===== src/rtl/div_pipe_if.sv =====
// div_pipe_if: operand/result handshake bundle for div_pipe; DIV_PIPE_DBZ_FLAG_EN adds out_dbz/out_ovf
interface div_pipe_if #(
  parameter int WIDTH = 32,
  parameter int TAG_W = 5
);
  logic in_valid, in_ready, in_signed, flush, out_valid, out_ready;
  logic [WIDTH-1:0] in_s, in_t, out_q, out_r;
  logic [TAG_W-1:0] in_tag, out_tag;
`ifdef DIV_PIPE_DBZ_FLAG_EN
  logic out_dbz, out_ovf;
  modport master (
    output in_valid, in_signed, in_s, in_t, in_tag, flush, out_ready,
    input  in_ready, out_valid, out_q, out_r, out_tag, out_dbz, out_ovf
  );
  modport slave (
    input  in_valid, in_signed, in_s, in_t, in_tag, flush, out_ready,
    output in_ready, out_valid, out_q, out_r, out_tag, out_dbz, out_ovf
  );
`else
  modport master (
    output in_valid, in_signed, in_s, in_t, in_tag, flush, out_ready,
    input  in_ready, out_valid, out_q, out_r, out_tag
  );
  modport slave (
    input  in_valid, in_signed, in_s, in_t, in_tag, flush, out_ready,
    output in_ready, out_valid, out_q, out_r, out_tag
  );
`endif
endinterface


===== src/rtl/div_pipe.sv =====
// div_pipe: pipelined restoring divider, BPS quotient bits per stage, RISC-V dbz/ovf semantics
// DIV_PIPE_DBZ_FLAG_EN exposes the latched dbz/ovf flags on the interface.
module div_pipe #(
  parameter int WIDTH = 32,
  parameter int BPS = 4,
  parameter int TAG_W = 5
) (
  input logic clk,
  input logic rst,
  div_pipe_if.slave bus
);
  localparam int NSTAGE = WIDTH / BPS;
  localparam int W2 = 2 * WIDTH;
  logic [NSTAGE-1:0] v_r, nq_r, nr_r, dbz_r, ovf_r;
  logic [WIDTH-1:0] s_r [NSTAGE];
  logic [W2-1:0] t_r [NSTAGE];
  logic [WIDTH-1:0] q_r [NSTAGE];
  logic [TAG_W-1:0] tag_r [NSTAGE];
  logic stall, acc, s_neg, t_neg, ovf_in;
  logic [WIDTH-1:0] s_mag, t_mag, q_fix, r_fix;
  assign stall = bus.out_valid && !bus.out_ready;
  assign bus.in_ready = !stall && !bus.flush;
  assign acc = bus.in_valid && bus.in_ready;
  assign s_neg = bus.in_signed && bus.in_s[WIDTH-1];
  assign t_neg = bus.in_signed && bus.in_t[WIDTH-1];
  assign s_mag = s_neg ? -bus.in_s : bus.in_s;
  assign t_mag = t_neg ? -bus.in_t : bus.in_t;
  assign ovf_in = bus.in_signed && bus.in_s == {1'b1, {(WIDTH-1){1'b0}}} && &bus.in_t;
  for (genvar k = 0; k < NSTAGE; k++) begin : g_st
    logic v_i, nq_i, nr_i, dbz_i, ovf_i;
    logic [WIDTH-1:0] s_i, q_i, s_o, q_o;
    logic [W2-1:0] t_i, t_o;
    logic [TAG_W-1:0] tag_i;
    if (k == 0) begin : g_head
      assign {v_i, nq_i, nr_i, dbz_i, ovf_i} = {acc, s_neg ^ t_neg, s_neg, bus.in_t == '0, ovf_in};
      assign s_i = s_mag;
      assign t_i = {1'b0, t_mag, {(WIDTH-1){1'b0}}};
      assign q_i = '0;
      assign tag_i = bus.in_tag;
    end else begin : g_body
      assign {v_i, nq_i, nr_i, dbz_i, ovf_i} = {v_r[k-1], nq_r[k-1], nr_r[k-1], dbz_r[k-1], ovf_r[k-1]};
      assign s_i = s_r[k-1];
      assign t_i = t_r[k-1];
      assign q_i = q_r[k-1];
      assign tag_i = tag_r[k-1];
    end
    // remainder always fits WIDTH bits, so only t needs the double width
    always_comb begin
      s_o = s_i;
      t_o = t_i;
      q_o = q_i;
      for (int i = 0; i < BPS; i++) begin
        q_o = {q_o[WIDTH-2:0], {{WIDTH{1'b0}}, s_o} >= t_o};
        s_o = {{WIDTH{1'b0}}, s_o} >= t_o ? s_o - t_o[WIDTH-1:0] : s_o;
        t_o = t_o >> 1;
      end
    end
    always_ff @(posedge clk) begin
      if (rst) begin
        v_r[k] <= 1'b0;
        {nq_r[k], nr_r[k], dbz_r[k], ovf_r[k]} <= '0;
        s_r[k] <= '0;
        t_r[k] <= '0;
        q_r[k] <= '0;
        tag_r[k] <= '0;
      end else if (bus.flush) begin
        v_r[k] <= 1'b0;
      end else if (!stall) begin
        v_r[k] <= v_i;
        if (v_i) begin
          {nq_r[k], nr_r[k], dbz_r[k], ovf_r[k]} <= {nq_i, nr_i, dbz_i, ovf_i};
          s_r[k] <= s_o;
          t_r[k] <= t_o;
          q_r[k] <= q_o;
          tag_r[k] <= tag_i;
        end
      end
    end
  end
  assign bus.out_valid = v_r[NSTAGE-1];
  assign bus.out_tag = tag_r[NSTAGE-1];
  assign q_fix = nq_r[NSTAGE-1] ? -q_r[NSTAGE-1] : q_r[NSTAGE-1];
  assign r_fix = nr_r[NSTAGE-1] ? -s_r[NSTAGE-1] : s_r[NSTAGE-1];
  assign bus.out_q = dbz_r[NSTAGE-1] ? '1 : ovf_r[NSTAGE-1] ? {1'b1, {(WIDTH-1){1'b0}}} : q_fix;
  assign bus.out_r = ovf_r[NSTAGE-1] ? '0 : r_fix;
`ifdef DIV_PIPE_DBZ_FLAG_EN
  assign bus.out_dbz = dbz_r[NSTAGE-1];
  assign bus.out_ovf = ovf_r[NSTAGE-1];
`endif
endmodule


===== src/flat_wrapper.sv =====
// flat-port wrapper written by rule: the top's interface ports become plain ports
module div_pipe_flat 
#(
  parameter int WIDTH = 32,
  parameter int BPS = 4,
  parameter int TAG_W = 5
)
  (clk, rst, bus_in_valid, bus_in_signed, bus_in_s, bus_in_t, bus_in_tag, bus_flush, bus_out_ready, bus_in_ready, bus_out_valid, bus_out_q, bus_out_r, bus_out_tag);
  div_pipe_if #(.WIDTH(WIDTH), .TAG_W(TAG_W)) bus_i ();
  input logic clk;
  input logic rst;
  input wire logic [$bits(bus_i.in_valid)-1:0] bus_in_valid;
  input wire logic [$bits(bus_i.in_signed)-1:0] bus_in_signed;
  input wire logic [$bits(bus_i.in_s)-1:0] bus_in_s;
  input wire logic [$bits(bus_i.in_t)-1:0] bus_in_t;
  input wire logic [$bits(bus_i.in_tag)-1:0] bus_in_tag;
  input wire logic [$bits(bus_i.flush)-1:0] bus_flush;
  input wire logic [$bits(bus_i.out_ready)-1:0] bus_out_ready;
  output wire logic [$bits(bus_i.in_ready)-1:0] bus_in_ready;
  output wire logic [$bits(bus_i.out_valid)-1:0] bus_out_valid;
  output wire logic [$bits(bus_i.out_q)-1:0] bus_out_q;
  output wire logic [$bits(bus_i.out_r)-1:0] bus_out_r;
  output wire logic [$bits(bus_i.out_tag)-1:0] bus_out_tag;
  assign bus_i.in_valid = bus_in_valid;
  assign bus_i.in_signed = bus_in_signed;
  assign bus_i.in_s = bus_in_s;
  assign bus_i.in_t = bus_in_t;
  assign bus_i.in_tag = bus_in_tag;
  assign bus_i.flush = bus_flush;
  assign bus_i.out_ready = bus_out_ready;
  assign bus_in_ready = bus_i.in_ready;
  assign bus_out_valid = bus_i.out_valid;
  assign bus_out_q = bus_i.out_q;
  assign bus_out_r = bus_i.out_r;
  assign bus_out_tag = bus_i.out_tag;
  div_pipe #(.WIDTH(WIDTH), .BPS(BPS), .TAG_W(TAG_W)) u_core (.clk(clk), .rst(rst), .bus(bus_i));
endmodule

===== config.mk =====
export PLATFORM = sky130hd
export DESIGN_NAME = div_pipe_flat
export DESIGN_NICKNAME = d
export VERILOG_FILES = /design/src/rtl/div_pipe_if.sv /design/src/rtl/div_pipe.sv /design/src/flat_wrapper.sv
export SDC_FILE = /design/constraint.sdc
export NUM_CORES = 2
export LEC_CHECK = 0
export BUFFER_PORTS_ARGS = -buffer_cell sky130_fd_sc_hd__buf_2
export CAP_MARGIN = 20
export CORE_MARGIN = 2
export CORE_UTILIZATION = 55
export DETAILED_ROUTE_END_ITERATION = 16
export GPL_ROUTABILITY_DRIVEN = 0
export PLACE_DENSITY = 0.68
export SYNTH_ARGS = -nofsm -noshare
export SYNTH_HDL_FRONTEND = slang
export SYNTH_SLANG_ARGS = --single-unit

===== constraint.sdc =====
create_clock -name clk -period 16 [get_ports clk]
set_input_delay 0.8 -clock clk [delete_from_list [all_inputs] [get_ports clk]]
set_output_delay 0.8 -clock clk [all_outputs]
set_load 0.005 [all_outputs]

==> run summary <==
status -> complete, no violations
Fin Clk Skew -> 57.69 ps
Synth cell types -> 105
fraction of layout cells with a size suffix above 1 -> 10.44%
register area -> 0.02074 mm^2
CP arrival -> 15130 ps
initial DRC count -> 4563
area grow syn2layout -> 7.866%
pre-CTS WS -> 1672 ps
met2 GRT Util -> 48.54%
H-tree depth -> 3
async set or reset register ratio after synthesis -> 0%
Hold-fix buffers, CTS -> 0
net count reported at finish -> 7154
Clock transition at path regs -> 60 ps
vias in the first global route -> 46900
number of fill cells in the layout -> 9401
Post-CTS Setup Bufs -> 0
Yosys top cell area share -> 33.12%
Chip Height -> 334.9 um
part of the power in registers -> 38.2%
setup violation total in the final timing report -> 0
antenna-violating nets left -> 0
hold path endpoint -> u_core.g_st[6].dbz_i
Initial Util -> 55.39%
Cell Area, Synth -> 0.06021 mm^2
met1 Track Usage GR -> 37.32%
final period utilization -> 91.63%
clk buf depth -> 3
Hold Crit Class -> reg2reg
grt met3 use -> 3.562%
Final Critical Period -> 14660 ps
RSZ-0062 raised after global routing -> no
input/output buffers -> 145
Non-Filler Instances -> 7995
grt peak-use layer -> met2
Multi-input gate area -> 0.03728 mm^2
post-synthesis cell count -> 6473
full die area -> 0.1121 mm^2
Fin Setup TNS -> 0 ps
largest net degree at the start of global routing -> 126
fin. max-slew vios -> 0
DRT Pass-1 Iters -> 6
grt ovf -> 0
critical setup path kind -> reg2reg
Synth Flop Type -> edfxtp_1
dpl cell area -> 0.06226 mm^2
logic gate share of total power -> 28.2%
Synth area leader -> edfxtp_1
max cap viols -> 0
Setup crit start kind -> register
DP Wirelength -> 129100 um
DRC -> 0
first-pass GRT wire length -> 256900 um
WL final -> 164800 um
CP max-delay cell -> and2_1
Num CTS Buffers -> 78
WL/cell -> 20.61 um
relative slew slack -> 28.47%
Max FO, Critical Path -> 24
CORE AREA -> 0.1087 mm^2
FF-to-FF Start -> u_core.t_r[5][11]
root buffer cell -> clkbuf_16
final worst setup slack -> 1339 ps
Worst Tran Pin Value -> 1069 ps
CTS resizes -> 0
Die Width -> 334.9 um
Psw -> 1.754 mW
worst vdd ir -> 0.00009115 V
leakage power -> 27.65 nW
GRT Util Overall -> 28.41%
Synth area leaders -> edfxtp_1 33%, ha_1 11%, mux2_2 4.5%
Clk Latency, worst-skew pair -> 680 ps
Hold Crit Depth -> 1
# IOs -> 146
clock share of power -> 33.6%
flop2flop setup slack -> 1340 ps
Post-synth EDFFs -> 664
Synthesized Nets -> 7113
average size of a mapped cell -> 9.301 um^2
CTS tree -> built
cell-internal power -> 3.767 mW
vias per cell -> 6.266
initial antenna violation count -> 5
Crit. End Element -> register
final-report hold violation count -> 0
CP Data Required Time -> 16470 ps
design area -> 0.06494 mm^2
Synth Register Bits -> 704
Worst R2R Path Depth -> 42
Max stage delay on crit path -> 710 ps
Rows -> 121
crit-path most repeated cell -> ha_1
switching share of power -> 31.77%
worst hold path startpoint -> u_core.g_st[5].dbz_i
fmax -> 68.21 MHz
clock sink total -> 704
sequential-to-total area share from yosys stat -> 34.45%
pwr/cell area -> 85.02 mW/mm^2
Yosys warnings -> 0
worst r2r dst -> u_core.s_r[1][78]
Total Power -> 5.521 mW
Vias -> 50100
Cells after DPL -> 7846
-- worst max-delay path: cells and delay by family (launching register included) --
family,cells,cell delay [ps]
AOI/OAI and AO/OA,25,9400
buffers and inverters,3,710
DFF,1,370
adders and majority gates,4,1360
and+or+nand+nor,9,2310
muxes,1,300
-- state kept, by name, indices dropped and copies added (netlist names) --
name                  count
u_core.ovf_r              1
u_core.dbz_r              1
u_core.tag_r             40
u_core.t_r              224
u_core.nr_r               1
u_core.g_st.nq_i          7
u_core.q_r              144
u_core.g_st.dbz_i         7
u_core.s_r              256
u_core.g_st.nr_i          7
u_core.bus.out_valid      1
u_core.g_st.ovf_i         7
u_core.g_st.v_i           7
u_core.nq_r               1
-- cell usage after synthesis, types with 25 or more instances --
| master | n |
|---|---|
| edfxtp_1 | 664 |
| nor2_1 | 600 |
| ha_1 | 534 |
| a21oi_1 | 459 |
| nand2_1 | 350 |
| inv_1 | 349 |
| and3_1 | 337 |
| xnor2_1 | 289 |
| o21ai_0 | 272 |
| mux2_2 | 238 |
| xor2_1 | 228 |
| a21o_1 | 204 |
| clkbuf_1 | 197 |
| nor3_1 | 129 |
| nand3_1 | 107 |
| nand4_1 | 105 |
| nor4_1 | 87 |
| o21a_1 | 85 |
| and2_1 | 84 |
| o21bai_1 | 81 |
| nor2b_1 | 77 |
| mux2i_1 | 76 |
| a211oi_1 | 64 |
| o31ai_1 | 60 |
| a22o_1 | 59 |
| a31oi_1 | 59 |
| nand2b_1 | 56 |
| or2_2 | 46 |
| dfxtp_1 | 40 |
| or3_1 | 37 |
| o211ai_1 | 34 |
| fa_1 | 31 |
| or4_1 | 29 |
| o31a_1 | 25 |
-- placed cells by master (no fill, tap or decap), drive strengths merged, types with 25 or more instances in the layout --
cell type    n
edfxtp     664
nor2       601
ha         534
a21oi      461
inv        357
nand2      350
and3       337
xnor2      289
o21ai      275
mux2       238
xor2       228
a21o       204
buf        200
nor3       132
nand3      107
nand4      107
clkbuf      99
nor4        93
and2        87
o21a        85
o21bai      81
nor2b       77
mux2i       77
a211oi      65
o31ai       60
a22o        59
a31oi       59
nand2b      57
or2         48
dfxtp       40
or3         38
o211ai      34
or4         33
clkinv      33
fa          31
o41ai       27
o31a        25
-- metal layers --
metal | share of wire [%] | up-vias
met2 | 48 | 1585
met5 | 0.0079 | -
li1 | - | 24270
met4 | 3.2 | 2
met3 | 6.2 | 344
met1 | 42 | 23900
-- final cells by class --
class | count | share of cell area [%]
Sequential cell | 704 | 31.94
Timing Repair Buffer | 201 | 1.792
Inverter | 353 | 2.048
Multi-Input combinational cell | 5176 | 57.40
Clock inverter | 47 | 0.8554
Tap cell | 1414 | 2.724
Antenna cell | 2 | 0.007707
Clock buffer | 98 | 3.231
-- power groups by stage --
stage | sequential [mW] | combinational, mW | clock [mW]
floorplan | 2.13 | 1.19 | 0
global placement | 2.15 | 1.50 | 0
detailed placement | 2.15 | 1.52 | 0
CTS | 2.11 | 1.53 | 1.88
global route | 2.12 | 1.70 | 1.95
finish | 2.11 | 1.56 | 1.85
-- through the flow --
step	hold slack, ps	util [%]
final	459.8	59.74
after global routing	459.0	59.74
after CTS	425.6	59.72
after detailed placement	449.0	57.28
after global placement	437.6	57.28
after floorplan	420.7	-
-- worst max-delay path by stage --
stage | startpoint | endpoint | cells after the start
2_1_floorplan | u_core.t_r[6][4] | u_core.s_r[1][102] | 50
3_3_place_gp | u_core.t_r[5][11] | u_core.s_r[1][78] | 41
3_5_place_dp | u_core.t_r[5][11] | u_core.s_r[1][78] | 41
4_1_cts | u_core.t_r[5][11] | u_core.s_r[1][78] | 41
5_1_grt | u_core.t_r[5][11] | u_core.s_r[1][78] | 42
6_report | u_core.t_r[5][11] | u_core.s_r[1][78] | 42
-- logic make-up after synthesis --
group | Yosys count | synth area share (%)
compound gates | 1639 | 18.05
xor+xnor | 517 | 7.521
fa+ha+maj | 565 | 12.13
buf+inv | 593 | 3.772
flops | 704 | 34.45
mux | 315 | 5.738
simple gates | 2140 | 18.34
No activity file was read; power rests on OpenSTA's default activity.
